`config.mk`:
```
export PLATFORM = sky130hd
export DESIGN_NAME = pixel_sweep_sequencer_flat
export DESIGN_NICKNAME = d
export VERILOG_FILES = /design/src/rtl/pixel_sweep_sequencer_if.sv /design/src/rtl/pixel_sweep_sequencer.sv /design/src/flat_wrapper.sv
export SDC_FILE = /design/constraint.sdc
export NUM_CORES = 1
export LEC_CHECK = 0
export ABC_AREA = 1
export BUFFER_PORTS_ARGS = -buffer_cell sky130_fd_sc_hd__buf_2
export CAP_MARGIN = 20
export CORE_ASPECT_RATIO = 0.6
export CORE_MARGIN = 2
export CORE_UTILIZATION = 45
export CTS_BUF_LIST = sky130_fd_sc_hd__clkbuf_4
export DETAILED_ROUTE_END_ITERATION = 10
export PLACE_DENSITY = 0.74
export SETUP_SLACK_MARGIN = 0.3
export SYNTH_ARGS = -nofsm -noshare
export SYNTH_HDL_FRONTEND = slang
export SYNTH_SLANG_ARGS = --single-unit
```
`constraint.sdc`:
```
create_clock -name clk -period 2.2 [get_ports clk]
set_input_delay 0.22 -clock clk [delete_from_list [all_inputs] [get_ports clk]]
set_output_delay 0.22 -clock clk [all_outputs]
set_load 0.05 [all_outputs]
```
`src/rtl/pixel_sweep_sequencer_if.sv`:
```
// Control bundle between the pixel sweep sequencer and the dithering datapath / MCU link.
interface pixel_sweep_sequencer_if #(
  parameter int IMAGE_ADDR_WIDTH = 12
);
  logic                        MCU_TX_RDY;
  logic                        rden_a;
  logic                        rden_b;
  logic                        wren_a;
  logic                        wren_b;
  logic                        store_old_p;
  logic                        compare_and_store_n;
  logic [3:0]                  compute_fin;
  logic [IMAGE_ADDR_WIDTH-1:0] png_idx;
  logic                        MCU_RX_RDY;
  logic                        busy;

  modport master (
    input  MCU_TX_RDY,
    output rden_a, rden_b, wren_a, wren_b, store_old_p, compare_and_store_n,
    output compute_fin, png_idx, MCU_RX_RDY, busy
  );

  modport slave (
    output MCU_TX_RDY,
    input  rden_a, rden_b, wren_a, wren_b, store_old_p, compare_and_store_n,
    input  compute_fin, png_idx, MCU_RX_RDY, busy
  );
endinterface

```
`src/rtl/pixel_sweep_sequencer.sv`:
```
// Frame sequencer: loads a frame byte-by-byte from the MCU, then sweeps every pixel
// through a fixed 6-cycle read-old / quantize / diffuse-error schedule, then
// holds the finished frame until the MCU acknowledges it.
module pixel_sweep_sequencer #(
  parameter int IMAGEX           = 64,
  parameter int IMAGEY           = 64,
  parameter int IMAGE_SIZE       = IMAGEX * IMAGEY,
  parameter int IMAGE_ADDR_WIDTH = $clog2(IMAGE_SIZE)
) (
  input logic                    clk,
  input logic                    rst,
  pixel_sweep_sequencer_if.master bus
);

  typedef enum logic [2:0] {
    LOAD, RD_OLD, QUANT, RD_E_SW, WR_E_SW, RD_S_SE, WR_S_SE, DONE
  } state_t;

  localparam logic [IMAGE_ADDR_WIDTH-1:0] LAST_IDX = IMAGE_ADDR_WIDTH'(IMAGE_SIZE - 1);

  state_t                      state;
  logic [IMAGE_ADDR_WIDTH-1:0] idx;

  // State and pixel index; strobes only matter in LOAD (data) and DONE (acknowledge).
  always_ff @(posedge clk or posedge rst) begin
    if (rst) begin
      state <= LOAD;
      idx   <= '0;
    end else begin
      case (state)
        LOAD: begin
          if (bus.MCU_TX_RDY) begin
            if (idx == LAST_IDX) begin
              idx   <= '0;
              state <= RD_OLD;
            end else begin
              idx <= idx + 1'b1;
            end
          end
        end
        RD_OLD:  state <= QUANT;
        QUANT:   state <= RD_E_SW;
        RD_E_SW: state <= WR_E_SW;
        WR_E_SW: state <= RD_S_SE;
        RD_S_SE: state <= WR_S_SE;
        WR_S_SE: begin
          // Border neighbours are masked by the datapath, so every pixel takes all six steps.
          if (idx == LAST_IDX) begin
            idx   <= '0;
            state <= DONE;
          end else begin
            idx   <= idx + 1'b1;
            state <= RD_OLD;
          end
        end
        DONE: begin
          if (bus.MCU_TX_RDY) begin
            idx   <= '0;
            state <= LOAD;
          end
        end
        default: begin
          idx   <= '0;
          state <= LOAD;
        end
      endcase
    end
  end

  // Moore decode of the control strobes; only the LOAD write follows the input strobe,
  // and it is gated by rst so reset silences every enable immediately.
  always_comb begin
    bus.rden_a              = 1'b0;
    bus.rden_b              = 1'b0;
    bus.wren_a              = 1'b0;
    bus.wren_b              = 1'b0;
    bus.store_old_p         = 1'b0;
    bus.compare_and_store_n = 1'b0;
    bus.compute_fin         = 4'b0000;
    bus.MCU_RX_RDY          = 1'b0;
    bus.busy                = 1'b0;
    bus.png_idx             = idx;
    case (state)
      LOAD:    bus.wren_a = bus.MCU_TX_RDY & ~rst;
      RD_OLD:  begin bus.busy = 1'b1; bus.rden_a = 1'b1; bus.store_old_p = 1'b1; end
      QUANT:   begin bus.busy = 1'b1; bus.wren_a = 1'b1; bus.compare_and_store_n = 1'b1; end
      RD_E_SW: begin bus.busy = 1'b1; bus.rden_a = 1'b1; bus.rden_b = 1'b1; bus.compute_fin = 4'b0001; end
      WR_E_SW: begin bus.busy = 1'b1; bus.wren_a = 1'b1; bus.wren_b = 1'b1; bus.compute_fin = 4'b0010; end
      RD_S_SE: begin bus.busy = 1'b1; bus.rden_a = 1'b1; bus.rden_b = 1'b1; bus.compute_fin = 4'b0100; end
      WR_S_SE: begin bus.busy = 1'b1; bus.wren_a = 1'b1; bus.wren_b = 1'b1; bus.compute_fin = 4'b1000; end
      DONE:    bus.MCU_RX_RDY = 1'b1;
      default: ;
    endcase
  end

endmodule

```
`src/flat_wrapper.sv`:
```
// flat-port wrapper written by rule: the top's interface ports become plain ports
module pixel_sweep_sequencer_flat 
#(
  parameter int IMAGEX           = 64,
  parameter int IMAGEY           = 64,
  parameter int IMAGE_SIZE       = IMAGEX * IMAGEY,
  parameter int IMAGE_ADDR_WIDTH = $clog2(IMAGE_SIZE)
)
  (clk, rst, bus_MCU_TX_RDY, bus_rden_a, bus_rden_b, bus_wren_a, bus_wren_b, bus_store_old_p, bus_compare_and_store_n, bus_compute_fin, bus_png_idx, bus_MCU_RX_RDY, bus_busy);
  pixel_sweep_sequencer_if #(.IMAGE_ADDR_WIDTH(IMAGE_ADDR_WIDTH)) bus_i ();
  input logic clk;
  input logic rst;
  input wire logic [$bits(bus_i.MCU_TX_RDY)-1:0] bus_MCU_TX_RDY;
  output wire logic [$bits(bus_i.rden_a)-1:0] bus_rden_a;
  output wire logic [$bits(bus_i.rden_b)-1:0] bus_rden_b;
  output wire logic [$bits(bus_i.wren_a)-1:0] bus_wren_a;
  output wire logic [$bits(bus_i.wren_b)-1:0] bus_wren_b;
  output wire logic [$bits(bus_i.store_old_p)-1:0] bus_store_old_p;
  output wire logic [$bits(bus_i.compare_and_store_n)-1:0] bus_compare_and_store_n;
  output wire logic [$bits(bus_i.compute_fin)-1:0] bus_compute_fin;
  output wire logic [$bits(bus_i.png_idx)-1:0] bus_png_idx;
  output wire logic [$bits(bus_i.MCU_RX_RDY)-1:0] bus_MCU_RX_RDY;
  output wire logic [$bits(bus_i.busy)-1:0] bus_busy;
  assign bus_i.MCU_TX_RDY = bus_MCU_TX_RDY;
  assign bus_rden_a = bus_i.rden_a;
  assign bus_rden_b = bus_i.rden_b;
  assign bus_wren_a = bus_i.wren_a;
  assign bus_wren_b = bus_i.wren_b;
  assign bus_store_old_p = bus_i.store_old_p;
  assign bus_compare_and_store_n = bus_i.compare_and_store_n;
  assign bus_compute_fin = bus_i.compute_fin;
  assign bus_png_idx = bus_i.png_idx;
  assign bus_MCU_RX_RDY = bus_i.MCU_RX_RDY;
  assign bus_busy = bus_i.busy;
  pixel_sweep_sequencer #(.IMAGEX(IMAGEX), .IMAGEY(IMAGEY), .IMAGE_SIZE(IMAGE_SIZE), .IMAGE_ADDR_WIDTH(IMAGE_ADDR_WIDTH)) u_core (.clk(clk), .rst(rst), .bus(bus_i));
endmodule
```
# Word level (Yosys, flattened, before mapping)
# Index checks and enable logic that the tools add are counted.
dict set report classes {
  addsub 1
  eq_ne 11
  n_mux 18
  bitwise_logic 2
  reduce_logical 9
}
# operator n
set op_table {}
lappend op_table {{12-bit 2-to-1 mux} 3}
lappend op_table {{12-bit case mux with 3 select lines} 1}
lappend op_table {{3-bit case mux with 8 select lines} 1}
lappend op_table {{4-bit case mux with 4 select lines} 1}
lappend op_table {{12-bit by 1-bit adder with 12-bit output, second input constant} 1}
lappend op_table {{12-bit equality test, second input constant} 1}
lappend op_table {{3-bit equality test, second input constant} 4}
lappend op_table {{3-bit 2-to-1 mux} 4}
lappend op_table {{1-bit 2-to-1 mux} 7}
lappend op_table {{3-bit by 2-bit equality test with 1-bit output, second input constant} 2}
lappend op_table {{3-bit AND reduction} 2}
lappend op_table {{3-bit OR reduction} 2}
lappend op_table {{6-bit OR reduction} 1}
lappend op_table {{2-bit != test, second input constant} 2}
lappend op_table {{2-bit OR reduction} 2}
lappend op_table {{3-bit by 1-bit equality test with 1-bit output, second input constant} 1}
lappend op_table {{3-bit zero test} 1}
lappend op_table {{3-bit nonzero test} 1}
lappend op_table {{2-bit by 1-bit != test with 1-bit output, second input constant} 1}
lappend op_table {{1-bit case mux with 2 select lines} 1}
lappend op_table {{1-bit bitwise AND} 1}
lappend op_table {{1-bit inverter} 1}
dict set report word_totals {
  register_bits 15
  inputBits 3
  out_inout_bits 24
  wordCells 43
}

# Logic depth before layout (Yosys ltp)
dict set report depth {
  word_depth 4
  depth_mapped 9
  ltp_nobuf 8
}

# Worst setup path before layout
# Ideal clock, no wire load.
dict set report synth_timing {
  path_type {reg2out}
  from {reg u_core.state[0]}
  to {out bus_wren_a}
  arrival_time_ns 1.913
  required_time_ns 1.980
  setup_slack_ns 0.067
  stages_incl_launch_ff 5
  n_path_buf 1
  cell_sequence {dfrtp_1 -> buf_2 -> inv_2 -> nand2_1 -> o31ai_1}
}
dict set report synth_via {
  elab_chain_cells 3
  elab_cells_between_ends 6
  cone_classes {eq/ne: 3; mux: 1; reduce/logical: 2}
}
# element line_no
set synth_rtl {}
lappend synth_rtl {{start, declared} pixel_sweep_sequencer.sv:21} ;# state_t state;
lappend synth_rtl {{start signal, assigned} pixel_sweep_sequencer.sv:27} ;# state <= LOAD;
lappend synth_rtl {{start signal, assigned} pixel_sweep_sequencer.sv:35} ;# state <= RD_OLD;
lappend synth_rtl {{start signal, assigned} pixel_sweep_sequencer.sv:41} ;# RD_OLD: state <= QUANT;
lappend synth_rtl {{3-bit by 2-bit equality test with 1-bit output or 3-bit equality test (tied branches)} pixel_sweep_sequencer.sv:83} ;# case (state)
lappend synth_rtl {{3-bit OR reduction (no line)} --}
lappend synth_rtl {{1-bit case mux with 2 select lines (*)} pixel_sweep_sequencer.sv:83}
lappend synth_rtl {{end, declared} flat_wrapper.sv:16} ;# output wire logic [$bits(bus_i.wren_a)-1:0] bus_wren_a;
# Every way passes the cells marked *; elsewhere a longest branch is shown, timed or not.

# Worst setup path after layout
dict set report layout_timing {
  from {reg u_core.state[1]}
  to {out bus_wren_a}
}
# The elaborated chain is that of the path after synthesis.

==> impl_summary.log <==
INFO  metric run_status = complete, no violations
INFO  metric final-setup-viol-count = 0
INFO  metric worstSetupEndpointType = primary output
INFO  metric clk_transition_reported_paths = 0.10 ns
INFO  metric relSlewSlack = 58.83%
INFO  metric maximum_number_of_pins_on_one_net_before_global_route_repair = 16
INFO  metric worstMarginPinSlew = 0.6168 ns
INFO  metric clock-skew-final = 0.01248 ns
INFO  metric grt_pass1_wl = 4298 µm
INFO  metric die_height = 41.73 µm
INFO  metric synth.lib_cells_used.distinct = 25
INFO  metric dp_hpwl = 2143 µm
INFO  metric area_growth_syn_to_layout = 17.47%
INFO  metric detailed_route_wire_length_per_cell = 12.71 µm
INFO  metric share_of_layout_cells_above_drive_strength_1 = 25.13%
INFO  metric grt_overflow = 0
INFO  metric via_count_of_the_first_global_routing_pass = 902
INFO  metric htree_num_levels = 1
INFO  metric pleak = 0.6768 nW
INFO  metric syn-num-nets = 164
INFO  metric synth_enable_flop_cells = 0
INFO  metric die_width = 66.87 µm
INFO  metric regArea = 377.9 µm²
INFO  metric avgViaCountPerCell = 5.253
INFO  metric synth_sequential_area_ratio = 35.17%
INFO  metric placementRows = 13
INFO  metric area_used_by_multi_input_combinational_logic = 599.3 µm²
INFO  metric clock_latency = 0.29 ns
INFO  metric gpl.final_weighted_congestion = 0.8829
INFO  metric timing.final.max_slew_violations = 0
INFO  metric top_level_ports = 27
INFO  metric async_reset_ff_share = 100.0%
INFO  metric setup_repair_after_global_routing_missed_its_margin = false
INFO  metric number_of_cells_in_the_finished_layout_apart_from_fillers = 217
INFO  metric synth.top_cell.area_share = 35.17%
INFO  metric critical_path.startpoint_type = flip-flop
INFO  metric fillers = 234
INFO  metric clock.fmax = 0.5433 GHz
INFO  metric grt.total_usage = 20.50%
INFO  metric dominantRegCellSynth = sky130_fd_sc_hd__dfrtp_1
INFO  metric drc = 0
INFO  metric postSynthCellCount = 160
INFO  metric placedCellCount = 213
INFO  metric yosys_warnings = 0
INFO  metric cts_root_buffer = sky130_fd_sc_hd__clkbuf_4
INFO  metric layout_min_cycle_time = 1.840 ns
INFO  metric antenna_violations_before_repair = 0
INFO  metric finalHoldViolCount = 0
INFO  metric finalNetCount = 192
INFO  metric postSynthAreaPerCell = 6.670 µm²
INFO  metric cts_num_sinks = 15
INFO  metric synth_top_cells_by_area = sky130_fd_sc_hd__dfrtp_1 35%, sky130_fd_sc_hd__nand2_1 20%, sky130_fd_sc_hd__nand3_1 8.4%, sky130_fd_sc_hd__inv_1 6.7%, sky130_fd_sc_hd__nor2_1 6.3%
INFO  metric die_area = 2790 µm²
INFO  metric timing.setup.critical_path_class = reg2out
INFO  metric synth_commonest_cells = 56 x sky130_fd_sc_hd__nand2_1, 19 x sky130_fd_sc_hd__inv_1, 18 x sky130_fd_sc_hd__nand3_1, 18 x sky130_fd_sc_hd__nor2_1, 15 x sky130_fd_sc_hd__dfrtp_1
INFO  metric io_buffer_count = 26
INFO  metric number_of_storage_elements_in_the_synthesis_netlist = 15
INFO  metric ctsHoldBuffers = 0
INFO  metric fin_crit_sh = 83.66%
INFO  metric yosysMostFrequentCell = sky130_fd_sc_hd__nand2_1
INFO  metric post_synth_instance_area = 1067 µm²
INFO  metric antenna_cells = 0
INFO  metric worst-endpoint-required = 1.98 ns
INFO  metric cts_tree = built
INFO  metric initialDrtViolationCount = 74
INFO  metric wp_data_arrival = 1.62 ns
INFO  metric path_max_fanout = 6
INFO  metric core = 2212 µm²
INFO  metric antenna_violating_nets_post_route = 0
INFO  metric detailroute.via_count = 1140
INFO  metric power.ir.vdd_worst = 0.2217 mV
INFO  metric clock_path_buffers = 2
INFO  metric max-cap-violations = 0
INFO  metric initial_core_util = 48.25%
INFO  metric min_path_type = in2async
INFO  metric totalNegativeSetupSlack = 0 ns
INFO  metric wl = 2758 µm
INFO  metric yosys.area.top_type = sky130_fd_sc_hd__dfrtp_1
INFO  metric cts_inserted_buffers = 3
INFO  metric drt_pre_antenna_iters = 4
INFO  metric powerDensity = 358.3 nW/µm²
layer usage:
layer,global-route usage (%),wire length (µm)
met1,31.14,1277
met2,28.40,1226
met3,6.504,232
met4,3.673,21
met5,0,0
sequential cells by signal (all words and copies together), names as in the netlist:
name	cells
u_core.bus.png_idx	12
u_core.state	3
placed cells by master, fill, tap and decap left out, types with 3 or more instances in the layout:
| cell type | Yosys | layout |
|---|---|---|
| sky130_fd_sc_hd__clkbuf_4 | 0 | 3 |
| sky130_fd_sc_hd__nor2_2 | 3 | 3 |
| sky130_fd_sc_hd__o21ai_0 | 3 | 3 |
| sky130_fd_sc_hd__nand4_1 | 5 | 5 |
| sky130_fd_sc_hd__nor2_1 | 18 | 18 |
| sky130_fd_sc_hd__buf_2 | 1 | 25 |
| sky130_fd_sc_hd__nand2_1 | 56 | 56 |
| sky130_fd_sc_hd__dfrtp_1 | 15 | 13 |
| sky130_fd_sc_hd__inv_1 | 19 | 19 |
| sky130_fd_sc_hd__nand3_1 | 18 | 18 |
| sky130_fd_sc_hd__nand2_4 | 3 | 3 |
worst max-delay path, cell delays in order (launching register included):
cell and delay (ns):
sky130_fd_sc_hd__dfrtp_1 0.49, sky130_fd_sc_hd__nor2_2 0.19, sky130_fd_sc_hd__nand2_1 0.13, sky130_fd_sc_hd__o31ai_2 0.26, sky130_fd_sc_hd__buf_4 0.25
cells by family (layout without fill, tap and decap cells):
logic type / Yosys count / after routing / synth area share [%]
AO/OA/AOI/OAI: 8 / 8 / 4.572
XOR/XNOR: 2 / 2 / 1.642
adder cells (fa/ha/maj): 1 / 1 / 1.172
buffers and inverters: 24 / 51 / 9.613
flip-flops: 15 / 15 / 35.17
AND/OR/NAND/NOR: 110 / 110 / 47.83
layout make-up:
type / count / share of cell area (%)
Timing Repair Buffer: 26 / 10.58
Clock buffer: 3 / 1.796
Sequential cell: 15 / 30.14
Tap cell: 30 / 2.994
Clock inverter: 1 / 0.3992
Inverter: 21 / 6.287
Multi-Input combinational cell: 121 / 47.80
what timing repair did:
item | 4_1_cts | 5_1_grt
setup buffers | 0 | 0
gates resized for setup | 0 | 4
setup endpoints to repair | 0 | 1
through the flow:
step,setup slack [ns],area [µm²],util [%],total power (W),hold WS (ns)
after global placement,0.7121,1221,55.20,0.0002905,0.3280
after detailed placement,0.6537,1221,55.20,0.0002914,0.3505
after floorplan,0.3082,1077,-,0.0002865,0.1215
final,0.3595,1254,56.67,0.0004492,0.01477
after CTS,0.3198,1249,56.45,0.0004531,0.03066
after global routing,0.3096,1254,56.67,0.0004682,0.04397
power by group:
part | leakage (nW) | internal, W | switching [W]
clock network | 0.0177 | 0.0000677 | 0.0000960
logic | 0.482 | 0.00000157 | 0.00000851
registers | 0.177 | 0.000275 | 0
total | 0.677 | 0.000345 | 0.000105
final timing paths:
check | from | to | slack (ns) | cells past startpoint
worst max-delay path | u_core.state[1] | bus_wren_a | 0.36 | 4
max in group asynchronous | rst | u_core.state[0] | 1.74 | 2
min in group clk | bus_MCU_TX_RDY | u_core.state[0] | 0.38 | 4
worst min register to register | u_core.bus.png_idx[1] | u_core.bus.png_idx[1] | 0.57 | 2
worst max register to register | u_core.state[1] | u_core.bus.png_idx[0] | 0.65 | 7
worst min-delay path | rst | u_core.bus.png_idx[4] | 0.01 | 2
Note: power is estimated with default switching activity, not from simulation.
